### src/rtl/sm_systole_pipe.sv
// sm_systole_pipe: systolic nearest-neighbour distance pipeline.
// A query vector is compared against VECT_NUM stored vectors in parallel. Each
// of VECT_LEN accumulation stages adds one element's distance term to every
// column's partial sum. One query per cycle; result VECT_LEN+1 edges after accept.
//
// Configuration macro: SM_SQ_DIST_EN
//   defined   -> squared-L2 datapath present, dist_mode_i selects L1/L2
//   undefined -> L1 only, dist_mode_i ignored
//
// Ports:
//   clk, rst (async, active-high)
//   ld_en_i / ld_addr_i / ld_vec_i / ld_lbl_i : load one stored column
//   in_valid_i / in_ready_o / in_vec_i / dist_mode_i : query input
//   out_valid_o / out_sum_o / out_lbl_o : per-column result (pulse + held regs)
//   busy_o : any stage holds a query; ld_err_o : sticky rejected-load flag
module sm_systole_pipe #(
  parameter int unsigned SUM_LEN  = 12,
  parameter int unsigned WORD_LEN = 6,
  parameter int unsigned LBL_LEN  = 10,
  parameter int unsigned VECT_NUM = 6,
  parameter int unsigned VECT_LEN = 4,
  parameter int unsigned ADDR_LEN = 3
) (
  input  logic                         clk,
  input  logic                         rst,
  input  logic                         ld_en_i,
  input  logic [ADDR_LEN-1:0]          ld_addr_i,
  input  logic [VECT_LEN*WORD_LEN-1:0] ld_vec_i,
  input  logic [LBL_LEN-1:0]           ld_lbl_i,
  input  logic                         in_valid_i,
  output logic                         in_ready_o,
  input  logic [VECT_LEN*WORD_LEN-1:0] in_vec_i,
  input  logic                         dist_mode_i,
  output logic                         out_valid_o,
  output logic [VECT_NUM*SUM_LEN-1:0]  out_sum_o,
  output logic [VECT_NUM*LBL_LEN-1:0]  out_lbl_o,
  output logic                         busy_o,
  output logic                         ld_err_o
);

  localparam int unsigned VecW  = VECT_LEN * WORD_LEN;
  localparam int unsigned TermW = 2 * WORD_LEN;
  // One spare bit so the saturation test sees the carry out of SUM_LEN.
  localparam int unsigned AccW  = ((SUM_LEN > TermW) ? SUM_LEN : TermW) + 1;
  localparam int unsigned NStg  = VECT_LEN + 1;
  localparam int unsigned AccTotW = VECT_NUM * SUM_LEN;

  // Stored columns
  logic [VecW-1:0]     mem_q [VECT_NUM];
  logic [VecW-1:0]     mem_d [VECT_NUM];
  logic [LBL_LEN-1:0]  lbl_q [VECT_NUM];
  logic [LBL_LEN-1:0]  lbl_d [VECT_NUM];
  logic [VECT_NUM-1:0] loaded_q, loaded_d;
  logic                ld_err_q, ld_err_d;

  // Pipeline: stage s holds the partial sums of elements [0, s).
  logic [NStg-1:0]     vld_q, vld_d;
  logic [VecW-1:0]     qry_q [VECT_LEN];
  logic [VecW-1:0]     qry_d [VECT_LEN];
  logic [AccTotW-1:0]  acc_q [NStg];
  logic [AccTotW-1:0]  acc_d [NStg];
`ifdef SM_SQ_DIST_EN
  logic [VECT_LEN-1:0] mode_q, mode_d;
`else
  logic                unused_dist_mode;
  assign unused_dist_mode = dist_mode_i;
`endif

  logic               out_valid_q, out_valid_d;
  logic [AccTotW-1:0] out_sum_q, out_sum_d;
  logic [VECT_NUM*LBL_LEN-1:0] out_lbl_q, out_lbl_d;

  logic busy, accept, ld_ok, addr_ok;

`ifdef SM_SQ_DIST_EN
  function automatic logic [TermW-1:0] elem_dist(input logic [WORD_LEN-1:0] a,
                                                 input logic [WORD_LEN-1:0] b,
                                                 input logic sq);
    logic [WORD_LEN-1:0] diff;
    logic [TermW-1:0]    diff_w;
    diff   = (a >= b) ? (a - b) : (b - a);
    diff_w = {{WORD_LEN{1'b0}}, diff};
    // diff < 2^WORD_LEN so the square fits in TermW bits exactly.
    return sq ? (diff_w * diff_w) : diff_w;
  endfunction
`else
  function automatic logic [TermW-1:0] elem_dist(input logic [WORD_LEN-1:0] a,
                                                 input logic [WORD_LEN-1:0] b);
    logic [WORD_LEN-1:0] diff;
    diff = (a >= b) ? (a - b) : (b - a);
    return {{WORD_LEN{1'b0}}, diff};
  endfunction
`endif

  function automatic logic [SUM_LEN-1:0] sat_add(input logic [SUM_LEN-1:0] s,
                                                 input logic [TermW-1:0]   t);
    logic [AccW-1:0] w;
    w = AccW'(s) + AccW'(t);
    return (w > AccW'({SUM_LEN{1'b1}})) ? {SUM_LEN{1'b1}} : w[SUM_LEN-1:0];
  endfunction

  assign busy       = |vld_q;
  assign in_ready_o = ~ld_en_i;
  assign accept     = in_valid_i & ~ld_en_i;
  assign addr_ok    = ({1'b0, ld_addr_i} < (ADDR_LEN+1)'(VECT_NUM));
  assign ld_ok      = ld_en_i & ~busy & addr_ok;

  // Load path
  always_comb begin
    mem_d    = mem_q;
    lbl_d    = lbl_q;
    loaded_d = loaded_q;
    ld_err_d = ld_err_q | (ld_en_i & ~ld_ok);
    for (int c = 0; c < VECT_NUM; c++) begin
      if (ld_ok && (ld_addr_i == ADDR_LEN'(c))) begin
        mem_d[c]    = ld_vec_i;
        lbl_d[c]    = ld_lbl_i;
        loaded_d[c] = 1'b1;
      end
    end
  end

  // Pipeline advance
  always_comb begin
    vld_d    = {vld_q[NStg-2:0], accept};
    qry_d[0] = in_vec_i;
    acc_d[0] = '0;
`ifdef SM_SQ_DIST_EN
    mode_d   = {mode_q[VECT_LEN-2:0], dist_mode_i};
`endif
    for (int s = 1; s < VECT_LEN; s++) begin
      qry_d[s] = qry_q[s-1];
    end
    for (int s = 1; s < NStg; s++) begin
      acc_d[s] = '0;
      for (int c = 0; c < VECT_NUM; c++) begin
        acc_d[s][c*SUM_LEN +: SUM_LEN] = sat_add(
          acc_q[s-1][c*SUM_LEN +: SUM_LEN],
          elem_dist(qry_q[s-1][(s-1)*WORD_LEN +: WORD_LEN],
                    mem_q[c][(s-1)*WORD_LEN +: WORD_LEN]
`ifdef SM_SQ_DIST_EN
                    , mode_q[s-1]
`endif
                    ));
      end
    end
  end

  // Result register: unloaded columns report all-ones / zero label.
  always_comb begin
    out_valid_d = vld_q[NStg-1];
    out_sum_d   = out_sum_q;
    out_lbl_d   = out_lbl_q;
    if (vld_q[NStg-1]) begin
      for (int c = 0; c < VECT_NUM; c++) begin
        out_sum_d[c*SUM_LEN +: SUM_LEN] = loaded_q[c] ? acc_q[NStg-1][c*SUM_LEN +: SUM_LEN]
                                                      : {SUM_LEN{1'b1}};
        out_lbl_d[c*LBL_LEN +: LBL_LEN] = loaded_q[c] ? lbl_q[c] : '0;
      end
    end
  end

  always_ff @(posedge clk or posedge rst) begin
    if (rst) begin
      for (int c = 0; c < VECT_NUM; c++) begin
        mem_q[c] <= '0;
        lbl_q[c] <= '0;
      end
      for (int s = 0; s < VECT_LEN; s++) qry_q[s] <= '0;
      for (int s = 0; s < NStg; s++)     acc_q[s] <= '0;
      loaded_q    <= '0;
      ld_err_q    <= 1'b0;
      vld_q       <= '0;
`ifdef SM_SQ_DIST_EN
      mode_q      <= '0;
`endif
      out_valid_q <= 1'b0;
      out_sum_q   <= '1;
      out_lbl_q   <= '0;
    end else begin
      mem_q       <= mem_d;
      lbl_q       <= lbl_d;
      qry_q       <= qry_d;
      acc_q       <= acc_d;
      loaded_q    <= loaded_d;
      ld_err_q    <= ld_err_d;
      vld_q       <= vld_d;
`ifdef SM_SQ_DIST_EN
      mode_q      <= mode_d;
`endif
      out_valid_q <= out_valid_d;
      out_sum_q   <= out_sum_d;
      out_lbl_q   <= out_lbl_d;
    end
  end

  assign out_valid_o = out_valid_q;
  assign out_sum_o   = out_sum_q;
  assign out_lbl_o   = out_lbl_q;
  assign busy_o      = busy;
  assign ld_err_o    = ld_err_q;

endmodule

### config.mk
export PLATFORM = sky130hd
export DESIGN_NAME = sm_systole_pipe
export DESIGN_NICKNAME = d
export VERILOG_FILES = /design/src/rtl/sm_systole_pipe.sv
export SDC_FILE = /design/constraint.sdc
export NUM_CORES = 2
export LEC_CHECK = 0
export CAP_MARGIN = 10
export CORE_MARGIN = 4
export CORE_UTILIZATION = 35
export DETAILED_ROUTE_END_ITERATION = 10
export DONT_BUFFER_PORTS = 1
export HOLD_SLACK_MARGIN = 0.05
export PLACE_DENSITY_LB_ADDON = 0.1
export SLEW_MARGIN = 20
export SYNTH_ARGS = -nofsm -noshare
export SYNTH_HDL_FRONTEND = slang
export SYNTH_SLANG_ARGS = --single-unit
### constraint.sdc
create_clock -name clk -period 48 [get_ports clk]
set_input_delay 9.6 -clock clk [delete_from_list [all_inputs] [get_ports clk]]
set_output_delay 9.6 -clock clk [all_outputs]
set_load 0.05 [all_outputs]
### Yosys cells after proc, flatten, opt, wreduce, memory -nomap -nowiden

Index checks and enable logic that the tools add are counted.

| operators by class | value |
|---|---|
| bitwise logic cells | 8 |
| $lt $le $gt $ge | 49 |
| $add $sub $neg | 66 |
| equality and inequality tests | 5 |
| muxes and demuxes | 60 |
| reductions and logical operators | 8 |

Operator list:

| cell | count |
|---|---|
| 2-to-1 mux 12 bit | 30 |
| subtractor 6 bit | 48 |
| adder 12 x 6 -> 13 bit | 18 |
| greater-than comparator 13 x 12 -> 1 bit (second input constant) | 18 |
| >= comparator 6 bit | 24 |
| 2-to-1 mux 6 bit | 24 |
| greater-than comparator 6 x 12 -> 1 bit (second input constant) | 6 |
| 2-to-1 mux 10 bit | 6 |
| == test 3 x 2 -> 1 bit (second input constant) | 2 |
| == test 3 bit (second input constant) | 2 |
| logical AND 1 bit | 6 |
| OR reduction 5 bit | 1 |
| AND 1 bit | 4 |
| == test 3 x 1 -> 1 bit (second input constant) | 1 |
| logical NOT 3 bit | 1 |
| less-than comparator 3 bit (second input constant) | 1 |
| inverter 1 bit | 3 |
| OR 1 bit | 1 |

| storage, ports and cells | value |
|---|---|
| bits in registers | 733 |
| word-level logic and storage cells | 227 |

### Depth between registers and ports, before layout

| logic depth | value |
|---|---|
| depth in word-level cells | 7 |
| depth in mapped cells | 15 |
| mapped depth without buffers | 15 |

### Worst setup path after synthesis

OpenSTA, ideal clock, no wires.

| timing path | value |
|---|---|
| path type | input to output |
| start point | input ld_en_i |
| end point | output in_ready_o |
| setup slack | 28490 ps |
| arrival | 9910 ps |
| cell stages on the path | 1 |
| buffers on the path | 0 |
| cells stage by stage | inv_1 |

| between the ends | value |
|---|---|
| longest elaborated chain between the ends | 1 |

Ends and longest elaborated chain:

| item | line | text |
|---|---|---|
| from (decl) | 26 | `input logic ld_en_i,` |
| inverter 1 bit | 103 | `assign in_ready_o = ~ld_en_i;` |
| to (decl) | 31 | `output logic in_ready_o,` |

Every way passes these cells.

### Worst setup path after layout

Same ends and word-level chain as after synthesis.

==> results by group <==
Timing
  – Final Critical Period: 19.53 ns
  – Slew headroom: 32.6%
  – Worst-Margin Slew: 1.01 ns
  – RSZ-0062 raised after global routing: no
  – Fin crit share: 40.7%
  – Final hold violation count: 0
  – Fmax achieved: 51.2 MHz
  – Total negative setup slack: 0 ns
  – Clock skew: 0.0313 ns
  – Final WS setup: 28.47 ns
  – Hold WS: 0.333 ns
  – Final Slew Violations: 0
  – # setup viols final: 0

Critical path
  – WP data required: 38.40 ns
  – Max incr delay on CP: 0.33 ns
  – Crit Path Max Fanout: 4
  – Reg2reg setup slack: 43.02 ns
  – CP Class: in2out
  – Worst EP arrival: 9.93 ns
  – Buffers plus inverters on the worst setup path: 1
  – Worst-path cell chain: inv_1
  – Startpoint Class: primary input
  – Kind of end point of the critical path: output port
  – Slowest CP cell: inv_1
  – Delay-heaviest family, CP: buffers and inverters

Global route
  – Vias in the first global route: 22419
  – Largest net degree at the start of global routing: 175
  – GRT Overall Usage: 17.6%
  – Initial antenna violation count: 0
  – Met1 usage: 22.7%
  – Grt met3 use: 3.36%
  – First-pass GRT wire length: 135000 microns
  – Congestion Overflow GR: 0
  – Busiest layer in global routing: met2
  – M2 GR Usage: 29.4%

Die
  – Die Ht: 317 microns
  – Effective utilization at floorplan: 35.2%
  – Die footprint: 101000 sq um
  – Placeable core area: 94900 sq um
  – DIE WIDTH: 317 microns
  – # IOs: 202
  – Row count: 113

Logic synthesis
  – Syn nets: 3533
  – EDFF count, synth: 0
  – Largest family of logic cells by synthesized area: adder cells
  – Main synth FF type: dfrtp_1
  – Mux share of post-synthesis cell area: 10.3%
  – Ys async rst share: 100%
  – XOR/XNOR Fraction of Synth Area: 4.22%
  – Adder-cell share of the synthesized area: 18.1%
  – Compound-Gate Fraction of Synth Area: 11.3%
  – Yosys reg bits: 577
  – Synth Instances: 3023
  – Post-Synth Simple-Gate Area: 6.75%
  – Post-synthesis sequential area ratio: 43.4%
  – Syn Area/Cell: 11.1 sq um
  – Synth unique cells: 56
  – Synth warnings: 0
  – Cell Area, Synth: 33400 sq um

CTS
  – H-tree levels: 3
  – Cts bufs inserted: 71
  – Post-cts resize count: 0
  – CTS tree: done
  – Root Driver: clkbuf_16
  – Cts-stage hold buffer count: 0
  – Worst-path clk slew: 0.06 ns
  – Clk sinks: 577
  – Later-pin clock latency in the skew report: 0.64 ns
  – Post CTS Setup Buffer Count: 0
  – Clk buf depth: 3

Finish
  – # diodes: 0
  – Final nets: 3528
  – Final non-filler cell total: 4340
  – Area growth from synthesis to layout: 11.1%
  – Post-route cell area: 37100 sq um
  – Share of cells above drive strength 1: 14.1%
  – Most frequent cells in the layout: dfrtp_1, inv_1, ha_1
  – Layout Utilization: 39.1%
  – Commonest non-fill, non-tap cell in the layout: dfrtp_1

Routing
  – Wirelength per Cell: 20.3 microns
  – Via density: 4.93
  – DR iter-0 viols: 1014
  – Residual DRC: 0
  – Vias after detailed routing: 21394
  – DRT Wirelength: 88000 microns
  – Antenna viol nets, final: 0
  – Drt pass-1 iters: 6

Worst hold path
  – HP Class: reg2reg

Placement
  – Placed insts: 4210
  – DP HPWL: 63000 microns
  – Area after DPL: 34700 sq um
  – Port bufs: 0
  – Pre-CTS setup slack: 28.47 ns
  – GPL Wtd Cong: 0.849

Power
  – PD cells: 65.3 nW/um^2
  – Maximum VDD drop: 28.8 uV
  – Lkg Pwr: 17.4 nW
  – Final Power: 2.42 mW

Status
  – Status: finished clean

Job
  – Max Cap Violations: 0
[per-layer routing]
layer / vias up / routed length, microns
met5: - / 0
met4: 0 / 3220
met3: 117 / 3730
met2: 348 / 41700
met1: 10578 / 39300
li1: 10351 / -
[synthesized netlist by cell type, types with 13 or more instances]
cell	number	area, sq um
o21ai_0	144	721
mux2i_1	94	941
ha_1	378	4730
xor2_1	52	455
buf_4	17	128
clkbuf_1	56	210
dfstp_2	60	1580
a21oi_1	168	841
xnor2_1	109	955
a31oi_1	56	350
o21bai_1	17	128
a211oi_1	15	113
dfrtp_1	517	12900
nand3b_1	27	203
a221oi_1	48	420
nand2_1	108	405
fa_1	66	1320
inv_1	402	1510
nor2_1	104	390
a21o_1	80	601
mux2_2	214	2410
nor2b_1	32	200
and2_1	24	150
nand2b_1	13	81.3
nand3_1	64	320
[path summary, 6_finish.rpt]
path	from	end	depth (start not counted)
max	ld_en_i	in_ready_o	1
min	qry_d[43]$_DFF_PP0_	qry_d[19]$_DFF_PP0_	0
max reg2reg	qry_q[18]$_DFF_PP0_	acc_q[43]$_DFF_PP0_	14
min reg2reg	qry_d[43]$_DFF_PP0_	qry_d[19]$_DFF_PP0_	0
max in group asynchronous	rst	mem_q[37]$_DFFE_PP0P_	4
min in group asynchronous	rst	qry_d[48]$_DFF_PP0_	1
[sequential cells by signal, indices dropped and copies added (netlist names), 6 cells and up]
| register | cells |
|---|---|
| acc_q | 180 |
| mem_q | 144 |
| lbl_q | 60 |
| out_lbl_o | 60 |
| out_sum_o | 60 |
| qry_d | 54 |
| loaded_q | 6 |
| qry_q | 6 |
[kinds of logic (layout without fill, tap and decap cells)]
kind of cell / count (synthesis) / count (layout)
AO/OA/AOI/OAI: 600 / 600
XOR/XNOR: 161 / 161
adder cells (fa/ha/maj): 444 / 444
buffers and inverters: 494 / 546
flip-flops: 577 / 577
multiplexers: 316 / 316
AND/OR/NAND/NOR: 431 / 431
[where the power goes]
part	leakage (nW)	total, mW	internal (mW)	switching, mW
logic	9.17	0.975	0.438	0.537
clock network	1.19	0.566	0.343	0.223
registers	7.02	0.884	0.658	0.226
[area by class of cell]
type | instances | area [sq um]
clock buffer | 99 | 1950
inverter | 402 | 1520
multi-input combinational | 1952 | 16900
tap | 1265 | 1580
clock inverter | 31 | 513
timing repair buffer | 14 | 130
fill | 9163 | 57700
sequential | 577 | 14500
Note: power is estimated with default switching activity, not from simulation.
